$ cat src/rtl/seq_mul_pkg.sv
// Shared definitions for the seq_mul iterative multiplier: FSM state encoding
// and the iteration-counter width helper.
package seq_mul_pkg;

  typedef enum logic [1:0] {
    ST_IDLE = 2'd0,
    ST_CALC = 2'd1,
    ST_DONE = 2'd2
  } state_t;

  // Counter must reach WIDTH-1; sized with one spare code.
  function automatic int cnt_width(input int width);
    return $clog2(width + 1);
  endfunction

endpackage

$ cat src/rtl/seq_mul_abs.sv
// Conditional two's-complement negate. Used for operand magnitudes and, at
// double width, for restoring the product sign.
module seq_mul_abs #(
  parameter int W = 4
) (
  input  logic [W-1:0] din,
  input  logic         neg,
  output logic [W-1:0] dout
);

  // The most-negative input maps onto itself, which reads correctly as an unsigned magnitude.
  assign dout = neg ? -din : din;

endmodule

$ cat src/rtl/seq_mul.sv
// Iterative radix-2 shift-add multiplier with valid/ready on both sides.
// Optional accumulate mode is enabled by defining SEQ_MUL_ACC_EN.
//
// state   | meaning
// IDLE    | waiting for operands, in_ready=1
// CALC    | one shift-add step per cycle, WIDTH cycles
// DONE    | result on mul, held until out_ready
module seq_mul
  import seq_mul_pkg::*;
#(
  parameter int WIDTH = 4
) (
  input  logic               ck,
  input  logic               rst,
  input  logic               in_valid,
  output logic               in_ready,
  input  logic [WIDTH-1:0]   a,
  input  logic [WIDTH-1:0]   b,
  input  logic               sgn,
`ifdef SEQ_MUL_ACC_EN
  input  logic               acc_clr,
`endif
  output logic               out_valid,
  input  logic               out_ready,
  output logic [2*WIDTH-1:0] mul,
  output logic               busy
);

  localparam int CW = cnt_width(WIDTH);
  localparam int PW = 2 * WIDTH;

  state_t          state, state_nxt;
  logic            accept;
  logic            last;
  logic            neg;
  logic [WIDTH-1:0] a_mag, b_mag, mplier;
  logic [PW-1:0]   mcand, pp, pp_add, res;
  logic [CW-1:0]   cnt;

  seq_mul_abs #(.W(WIDTH)) u_abs_a (.din(a), .neg(sgn & a[WIDTH-1]), .dout(a_mag));
  seq_mul_abs #(.W(WIDTH)) u_abs_b (.din(b), .neg(sgn & b[WIDTH-1]), .dout(b_mag));
  seq_mul_abs #(.W(PW))    u_sign  (.din(pp_add), .neg(neg), .dout(res));

  assign pp_add = mplier[0] ? (pp + mcand) : pp;
  assign last   = (cnt == CW'(WIDTH - 1));
  assign accept = in_valid & in_ready;

  always_ff @(posedge ck) begin
    if (rst) state <= ST_IDLE;
    else     state <= state_nxt;
  end

  always_comb begin
    state_nxt = state;
    in_ready  = 1'b0;
    out_valid = 1'b0;
    busy      = 1'b0;
    case (state)
      ST_IDLE: begin
        in_ready = 1'b1;
        if (in_valid) state_nxt = ST_CALC;
      end
      ST_CALC: begin
        busy = 1'b1;
        if (last) state_nxt = ST_DONE;
      end
      ST_DONE: begin
        out_valid = 1'b1;
        in_ready  = out_ready;
        if (out_ready) state_nxt = in_valid ? ST_CALC : ST_IDLE;
      end
      default: state_nxt = ST_IDLE;
    endcase
    if (rst) in_ready = 1'b0;
  end

`ifdef SEQ_MUL_ACC_EN
  logic          acc_clr_q;
  logic [PW-1:0] acc;
  assign mul = acc;
`else
  logic [PW-1:0] prod;
  assign mul = prod;
`endif

  always_ff @(posedge ck) begin
    if (rst) begin
      mcand  <= '0;
      mplier <= '0;
      pp     <= '0;
      cnt    <= '0;
      neg    <= 1'b0;
`ifdef SEQ_MUL_ACC_EN
      acc_clr_q <= 1'b0;
      acc       <= '0;
`else
      prod   <= '0;
`endif
    end else if (accept) begin
      mcand  <= PW'(a_mag);
      mplier <= b_mag;
      pp     <= '0;
      cnt    <= '0;
      neg    <= sgn & (a[WIDTH-1] ^ b[WIDTH-1]);
`ifdef SEQ_MUL_ACC_EN
      acc_clr_q <= acc_clr;
`endif
    end else if (state == ST_CALC) begin
      pp     <= pp_add;
      mcand  <= mcand << 1;
      mplier <= mplier >> 1;
      cnt    <= cnt + CW'(1);
      // Result register loads on the final step so mul is valid the cycle DONE is entered.
      if (last) begin
`ifdef SEQ_MUL_ACC_EN
        acc <= acc_clr_q ? res : (acc + res);
`else
        prod <= res;
`endif
      end
    end
  end

endmodule

$ cat config.mk
export PLATFORM = sky130hd
export DESIGN_NAME = seq_mul
export DESIGN_NICKNAME = d
export VERILOG_FILES = /design/src/rtl/seq_mul_pkg.sv /design/src/rtl/seq_mul_abs.sv /design/src/rtl/seq_mul.sv
export SDC_FILE = /design/constraint.sdc
export NUM_CORES = 1
export LEC_CHECK = 0
export BUFFER_PORTS_ARGS = -buffer_cell sky130_fd_sc_hd__buf_2
export CORE_MARGIN = 2
export CORE_UTILIZATION = 62
export CTS_CLUSTER_SIZE = 10
export DETAILED_ROUTE_END_ITERATION = 16
export GPL_TIMING_DRIVEN = 0
export MAX_ROUTING_LAYER = met4
export PLACE_DENSITY = 0.81
export SYNTH_ARGS = -nofsm -noshare
export SYNTH_HDL_FRONTEND = slang
export SYNTH_SLANG_ARGS = --single-unit
$ cat constraint.sdc
create_clock -name ck -period 4.5 [get_ports ck]
set_clock_uncertainty 0.1 [all_clocks]
set_input_delay 0.45 -clock ck [delete_from_list [all_inputs] [get_ports ck]]
set_output_delay 0.45 -clock ck [all_outputs]
set_load 0.1 [all_outputs]
# Word-level counts from Yosys, hierarchy flattened
# Cells that the tools add are included.
[totals]
output_inout_bits = 11
register_bits = 34
[classes]
n_bitwise = 6
n_reduce_logical = 5
add_sub_neg = 5
muxes = 17
eq_ne = 6
[ops]
columns = ["operator", "n"]
rows = [
  ["$mux 4", 6],
  ["$mux 8", 2],
  ["$add 8x8->8", 1],
  ["$neg 4->4", 2],
  ["$neg 8->8", 1],
  ["$mux 2", 3],
  ["$ne 2x2->1 const B", 3],
  ["$pmux 2 s3", 1],
  ["$reduce_and 3->1", 2],
  ["$and 1x1->1", 4],
  ["$mux 1", 4],
  ["$add 3x1->3 const B", 1],
  ["$eq 3x2->1 const B", 1],
  ["$eq 2x1->1 const B", 1],
  ["$eq 2x2->1 const B", 1],
  ["$logic_not 2->1", 1],
  ["$pmux 1 s2", 1],
  ["$reduce_bool 2->1", 1],
  ["$reduce_or 2->1", 1],
  ["$not 1->1", 1],
  ["$xor 1x1->1", 1],
]

# Longest topological paths before layout
# Gate-level depths: netlist (run 1).
[logic_depth]
word_depth = 6
ltp_mapped = 9

# Modules after synthesis
# From an unflattened synthesis (run 1), not the netlist that was laid out.
[hier_totals]
cells_unflattened = 267
area_unflattened_um2 = 2123.3
[by_module_without_submodules]
columns = ["module", "n_inst", "cells_each", "seq_area_each_um2", "area_per_inst_um2"]
rows = [
  ["seq_mul", 1, 226, 680.7, 1806.7],
  ["seq_mul_abs (u_sign)", 1, 21, 0.0, 171.4],
  ["seq_mul_abs (u_abs_a ...)", 2, 10, 0.0, 72.6],
]

# Worst setup path after synthesis (run 1)
# Ideal clock, no wire load.
[synth_timing]
path_type = "input-to-reg"
from = "in out_ready"
to = "reg pp[4]"
path_slack_ps = 468
arrival_ps = 3741
path_stages = 6
setup_time_ps = 191
n_path_buf = 1
path_cell_list = "nor2b_1 nor3_1 nand2_1 nand2b_1 clkbuf_1 a211oi_1"
[synth_via]
elab_chain_len = 4
[synth_lines]
columns = ["item", "line", "text"]
rows = [
  ["start: declaration", "seq_mul.sv:24", "input logic out_ready,"],
  ["$pmux 1 s2", "seq_mul.sv:58", "case (state)"],
  ["$mux 1", "seq_mul.sv:74", "if (rst) in_ready = 1'b0;"],
  ["named net in_ready", "seq_mul.sv:16", "output logic in_ready,"],
  ["$and 1x1->1", "seq_mul.sv:46", "assign accept = in_valid & in_ready;"],
  ["$reduce_or 2->1 (no source line)", "n/a", ""],
  ["end signal: assignment", "seq_mul.sv:109", "pp <= pp_add;"],
  ["end: declaration", "seq_mul.sv:37", "logic [PW-1:0] mcand, pp, pp_add, res;"],
]
# The timed path passes the listed nets, and every way through them passes these cells.
# A chain may end at the register's enable or synchronous reset.

# Final worst setup path (run 1)
[layout_timing]
from = "reg mcand[0]"
to = "reg prod[7] (netlist: mul[7])"
[layout_via]
elab_chain_len = 4
[layout_lines]
columns = ["item", "line", "text"]
rows = [
  ["start: declaration", "seq_mul.sv:37", ""],
  ["start signal: assignment", "seq_mul.sv:100", "mcand <= PW'(a_mag);"],
  ["start signal: assignment", "seq_mul.sv:110", "mcand <= mcand << 1;"],
  ["$add 8x8->8 *", "seq_mul.sv:44", "assign pp_add = mplier[0] ? (pp + mcand) : pp;"],
  ["$mux 8 *", "seq_mul.sv:44", ""],
  ["$neg 8->8", "seq_mul_abs.sv:12", "assign dout = neg ? -din : din;"],
  ["$mux 8 *", "seq_mul_abs.sv:12", ""],
  ["end signal: assignment", "seq_mul.sv:118", "prod <= res;"],
  ["end: declaration", "seq_mul.sv:82", "logic [PW-1:0] prod;"],
]
# Every way passes the cells marked *; elsewhere a longest branch is shown, timed or not.

==> metrics.cfg, run 1 <==
[status]
run_status=completed

[timing]
final.setup.tns_ns=0
finalMaxSlewViolations=0
setup_viol=0
period_share_pct=60.8
hold_slack_ns=0.271
relSlewSlack_pct=64.1
hold_violations=0
worstMarginPinSlew_ns=0.539
period_minus_slack_ns=2.73
rsz0062_at_grt=no
fmax_mhz=366

[global_routing]
antenna_found_initial=0
grt_start_max_net_pins=11
grt_pass1_wl_um=7290
grt_pass1_vias=1592
grt_usage_pct=28.0
grt.overflow.total=0

[route]
wl_um=4430
drc_errors=0
vias=1865
drtAntennaViolNets=0
drt_iter0_drc=85
wl_per_cell_um=13.8
drt-pass1-iter-count=4
viasPerCell=5.79

[critical_path]
path_cells=ha_1 -> fa_1 -> xor2_1 -> mux2i_1 -> nand3_1 -> nor3_2 -> mux2i_2 -> nand4bb_1 -> o211ai_2
reg2reg_from=mcand[0]
cpPeakStageDelay_ns=0.42
rr_endpoint=mul[7]
endpoint_kind=flop
criticalPathCategory=reg -> reg
crit_path_top_delay_cell=fa_1
ff2ff_setup_slack_ns=1.77
path_max_fanout=4
setup.worst_path.start_class=flop
required_ns=4.63
cp.arrival_ns=2.86
rr_worst_depth=9

[power_and_ir_drop]
p_per_area_mw_per_mm2=287
p_leak_nw=0.889
ir_drop_uv=183

[clock_tree]
tritoncts=done
htreeDepth=2
holdBufCountCts=0
clk_latency_ns=0.33
cts_buffers=5
clock-root-buffer=clkbuf_4
cts_resized=0
numClockSinks=34
post_cts_buffers=0
path_clk_slew_ns=0.10
clk_path_buf_depth=2

[placement]
numPortBuffers=23
dpl_cell_area_mm2=0.00218
place.gp.congestion=0.931
dp_hpwl_um=3370

[yosys]
async_reset_ff_share_pct=0
synthesis.nets=274
muxShareOfSynthArea_pct=2.92
synth-simple-area-share_pct=25.0
synth_compound_area_share_pct=21.8
ys_seq_elements=34
synth_xor_area_share_pct=4.35
syn_inst=248
yosys.cell_types.count=52
ys_top_cells_by_count=nand2_1 (40), dfxtp_1 (34), nor2_1 (26), a21oi_1 (25), ha_1 (12)
synthAdderAreaFrac_pct=8.45
synth_top_cell_area_share_pct=33.8
yosysWarnings=0
syn-cell-area_mm2=0.00201
synth-edff-count=0
synth_seq_area_share_pct=33.8
synth.area.top_cells=dfxtp_1 (34%), ha_1 (7.5%), nand2_1 (7.5%), a21oi_1 (6.2%), nor2_1 (4.8%)
synth_most_common_cell=nand2_1
synth_ff_type=dfxtp_1
avgSynthCellArea_um2=8.12
synth_top_family_by_area=simple AND/OR/NAND/NOR gates
synth_largest_area_cell=dfxtp_1

[cells_and_area]
fill_cells=290
nets=304
drive_above_1_share_pct=15.5
area_delta_synth_final_pct=10.8
fin_area_mm2=0.00223
n_antenna_cell=0

[run]
drv_cap=0

[floorplan]
rows=20
initial_utilization_pct=65.4
die_h_um=61
core_area_mm2=0.00308
pin_count=24
die_w_um=61
die-area_mm2=0.00372

[worst_hold_path]
holdPathEnd=mcand[0]
hold_depth=3
worstHoldStart=a[0]
min_path_type=in -> reg

-- power breakdown --
part | internal (mW) | switching, mW | total (mW)
Sequential | 0.315 | 0.0123 | 0.328
Combinational | 0.0559 | 0.104 | 0.160
Clock | 0.0561 | 0.0975 | 0.154
-- cell usage in the layout (no fill, tap or decap), types with 3 or more instances in the layout --
cell type | netlist | layout
clkbuf_4 | 0 | 5
a211oi_1 | 9 | 9
dfxtp_1 | 34 | 34
clkbuf_1 | 8 | 8
inv_1 | 6 | 6
ha_1 | 12 | 12
xnor2_1 | 4 | 4
nand3_1 | 7 | 7
xor2_1 | 6 | 6
or3_1 | 3 | 3
buf_2 | 0 | 23
o21ai_0 | 4 | 4
o31ai_1 | 5 | 5
nor3_1 | 3 | 3
nor2_1 | 26 | 26
nor2b_1 | 3 | 3
nand2b_1 | 8 | 8
a311oi_1 | 4 | 4
nand2_1 | 40 | 40
a21oi_1 | 25 | 25
-- per-stage QoR --
step / utilization (%) / power (mW) / setup slack, ns / instances
detailed placement: 71.0 / 0.493 / 1.79 / 315
floorplan: - / 0.453 / 0.468 / 248
global placement: 71.0 / 0.489 / 1.84 / 315
global route: 72.5 / 0.679 / 1.64 / 322
finish: 72.5 / 0.641 / 1.77 / 322
CTS: 72.5 / 0.644 / 1.78 / 322
-- critical path, delay by kind of cell, from the launching register on --
kind,cells,cell delay (ns)
XOR/XNOR,1,0.18
AO/OA/AOI/OAI,1,0.09
AND/OR/NAND/NOR,3,0.59
adder cells (fa/ha/maj),2,0.66
multiplexers,2,0.65
flip-flops,1,0.34
-- final cells by class --
type                       count  area (um2)  share of cell area [%]
multi-input combinational    195        1260                    56.4
clock buffer                   5        37.5                    1.68
clock inverter                 2        10.0                   0.448
tap                           44        55.1                    2.47
sequential                    34         681                    30.5
inverter                       8        30.0                    1.35
buffer                        11        45.0                    2.02
timing repair buffer          23         115                    5.16
-- worst max-delay path by stage --
stage,start,endpoint,slack (ns),depth (start not counted)
6_report,mcand[0],mul[7],1.77,9
5_1_grt,mcand[0],mul[7],1.64,9
3_5_place_dp,mcand[0],mul[7],1.79,9
3_3_place_gp,mcand[0],mul[7],1.84,9
4_1_cts,mcand[0],mul[7],1.78,9
2_1_floorplan,out_ready,pp[4],0.47,6
-- state kept, by name, indices dropped and copies added, names as in the netlist --
register and flops:
pp 8, neg 1, mcand 8, mplier 4, state 2, cnt 3
mul 8
-- metal layers --
| layer | up-vias | GRT usage, % | share of wire [%] |
|---|---|---|---|
| met5 | - | - | 0 |
| met1 | 853 | 35.2 | 45 |
| met2 | 63 | 44.2 | 47 |
| met4 | 0 | 9.32 | 1.3 |
| li1 | 943 | - | - |
| met3 | 6 | 6.40 | 6.3 |
-- logic make-up after synthesis --
family	after synthesis
buf+inv	19
xor+xnor	10
mux	5
compound gates	64
simple gates	103
fa+ha+maj	13
flops	34
(Power assumes the default switching activity.)
==> run 2, diff against run 1 <==
--- a/config.mk
+++ b/config.mk
@@ -7,12 +7,12 @@
 export LEC_CHECK = 0
 export BUFFER_PORTS_ARGS = -buffer_cell sky130_fd_sc_hd__buf_2
 export CORE_MARGIN = 2
-export CORE_UTILIZATION = 62
+export CORE_UTILIZATION = 52
 export CTS_CLUSTER_SIZE = 10
 export DETAILED_ROUTE_END_ITERATION = 16
 export GPL_TIMING_DRIVEN = 0
 export MAX_ROUTING_LAYER = met4
-export PLACE_DENSITY = 0.81
+export PLACE_DENSITY = 0.72
 export SYNTH_ARGS = -nofsm -noshare
 export SYNTH_HDL_FRONTEND = slang
 export SYNTH_SLANG_ARGS = --single-unit
==> constraint.sdc (replaced) <==
create_clock -name ck -period 2.2 [get_ports ck]
set_clock_uncertainty 0.1 [all_clocks]
set_input_delay 0.22 -clock ck [delete_from_list [all_inputs] [get_ports ck]]
set_output_delay 0.22 -clock ck [all_outputs]
set_load 0.1 [all_outputs]
==> run 2 against run 1 <==
  * The run now ends with negative setup slack left
  * Register-to-register slack worse by 2.0 ns
  * Clock power grew to 3.8 times the previous value
  * Setup slack worse by 2.0 ns
  * Cell count is 5.6% higher
  * Highest routed layer unchanged
  * Cell area is 18% higher
  * Sequential cell count stayed put
  * First-iteration DRC count is 2.4% higher
  * Non-clock buffer count is 13 higher
==> metrics.cfg, run 2 (synthesis results as in run 1) <==
[critical_path]
required_ns=2.29
path_buf_inv=1
path_max_fanout=3
path_cells=ha_4 -> fa_2 -> a211oi_4 -> nor2_1 -> or4_4 -> nand4_1 -> mux2i_2 -> buf_4 -> nor2b_4 -> o211ai_2
cpPeakStageDelay_ns=0.45
criticalPathCategory=reg -> reg
crit_path_top_delay_cell=or4_4
endpoint_kind=flop
setup.worst_path.start_class=flop
cp.arrival_ns=2.50
crit_family=simple AND/OR/NAND/NOR gates

[floorplan]
rows=22
die_w_um=66.2
die-area_mm2=0.00439
die_h_um=66.2
pin_count=24
initial_utilization_pct=54.6
core_area_mm2=0.00369

[clock_tree]
clock-root-buffer=clkbuf_8
clk_latency_ns=0.30
cts_buffers=5
tritoncts=done
path_clk_slew_ns=0.08
numClockSinks=34
clk_path_buf_depth=2
htreeDepth=2

[route]
viasPerCell=5.69
wl_per_cell_um=15.5
drt_iter0_drc=87
vias=1934
drt-pass1-iter-count=4
wl_um=5250
drtAntennaViolNets=0
drc_errors=0

[global_routing]
grt_pass1_vias=1810
antenna_found_initial=0
grt_pass1_wl_um=8610
grt_start_max_net_pins=13
grt_usage_pct=27.3
grt.overflow.total=0

[cells_and_area]
area_delta_synth_final_pct=30.9
fin_cells=340
nets=317
drive_above_1_share_pct=32.9
layout_commonest_cell=nand2_1
n_antenna_cell=0
final_core_util_pct=71.5
layout_common_cells=nand2_1 (37), dfxtp_1 (26), nor2_1 (25)

[placement]
placedCellCount=319
numPortBuffers=23
place.gp.congestion=0.863
dp_hpwl_um=3470

[power_and_ir_drop]
p_int_mw=1.14
clockPowerShare_pct=35.4
p_comb_share_pct=23.9
ir_drop_uv=428
power_mw=1.67
p_per_area_mw_per_mm2=634
p_leak_nw=1.01
swShare_pct=31.6
seq_power_share_pct=40.7
p_sw_mw=0.529

[timing]
setup_viol=5
fmax_mhz=414
hold_violations=0
hold_slack_ns=0.103
rsz0062_at_grt=yes
worstMarginPinSlew_ns=0.542
fin_ws_ns=-0.214
final.setup.tns_ns=-0.616
finalMaxSlewViolations=0
period_minus_slack_ns=2.41
relSlewSlack_pct=63.9
period_share_pct=110

[status]
violations=negative setup slack
run_status=finished with violations

[worst_hold_path]
min_path_type=in -> reg

[run]
drv_cap=0

[run 2: path summary, 6_finish.rpt]
kind / startpoint / endpoint / slack, ns / depth (start not counted)
max: mcand[0] / mul[7] / -0.21 / 10
min: out_ready / state[1] / 0.10 / 4
max reg2reg: mcand[0] / mul[7] / -0.21 / 10
min reg2reg: mul[4] / mul[4] / 0.36 / 2
[run 2: repair_timing]
action,4_1_cts,5_1_grt
gates resized for setup,17,17
pin swaps,20,13
endpoints found under the setup margin,7,8
buffers inserted,11,2
hold buffers,0,0
[run 2: area by class of cell]
cell class	count	area (um2)
inverters	8	30.0
fillers	297	1050
clock inverters	3	45.0
clock buffers	5	68.8
well taps	48	60.1
multi-input cells	195	1460
repair buffers	36	223
flip-flops and latches	34	696
plain buffers	11	56.3
[run 2: worst register-to-register path, stage by stage, from the launching register on]
cell and delay (ns):
dfxtp_2 0.34, ha_4 0.16, fa_2 0.37, a211oi_4 0.25
nor2_1 0.11, or4_4 0.45, nand4_1 0.11, mux2i_2 0.08
buf_4 0.14, nor2b_4 0.10, o211ai_2 0.08
[run 2: layer usage]
layer  wire length [um]  track usage (%)
met1               2420             34.0
met2               2530             43.3
met3                220             6.13
met4                 85             10.2
met5                  0                -
[run 2: metrics by stage]
stage | instance area (um2) | setup WS [ns]
after global routing | 2640 | -0.307
final | 2640 | -0.214
after CTS | 2550 | -0.188
after global placement | 2250 | -0.417
after detailed placement | 2250 | -0.442
after floorplan | 2080 | -0.231
[run 2: power by group through the flow]
stage | Sequential, mW | Clock [mW] | Combinational (mW)
6_report | 0.681 | 0.592 | 0.400
5_1_grt | 0.685 | 0.625 | 0.434
4_1_cts | 0.676 | 0.599 | 0.377
3_5_place_dp | 0.688 | 0 | 0.337
3_3_place_gp | 0.688 | 0 | 0.332
2_1_floorplan | 0.683 | 0 | 0.257
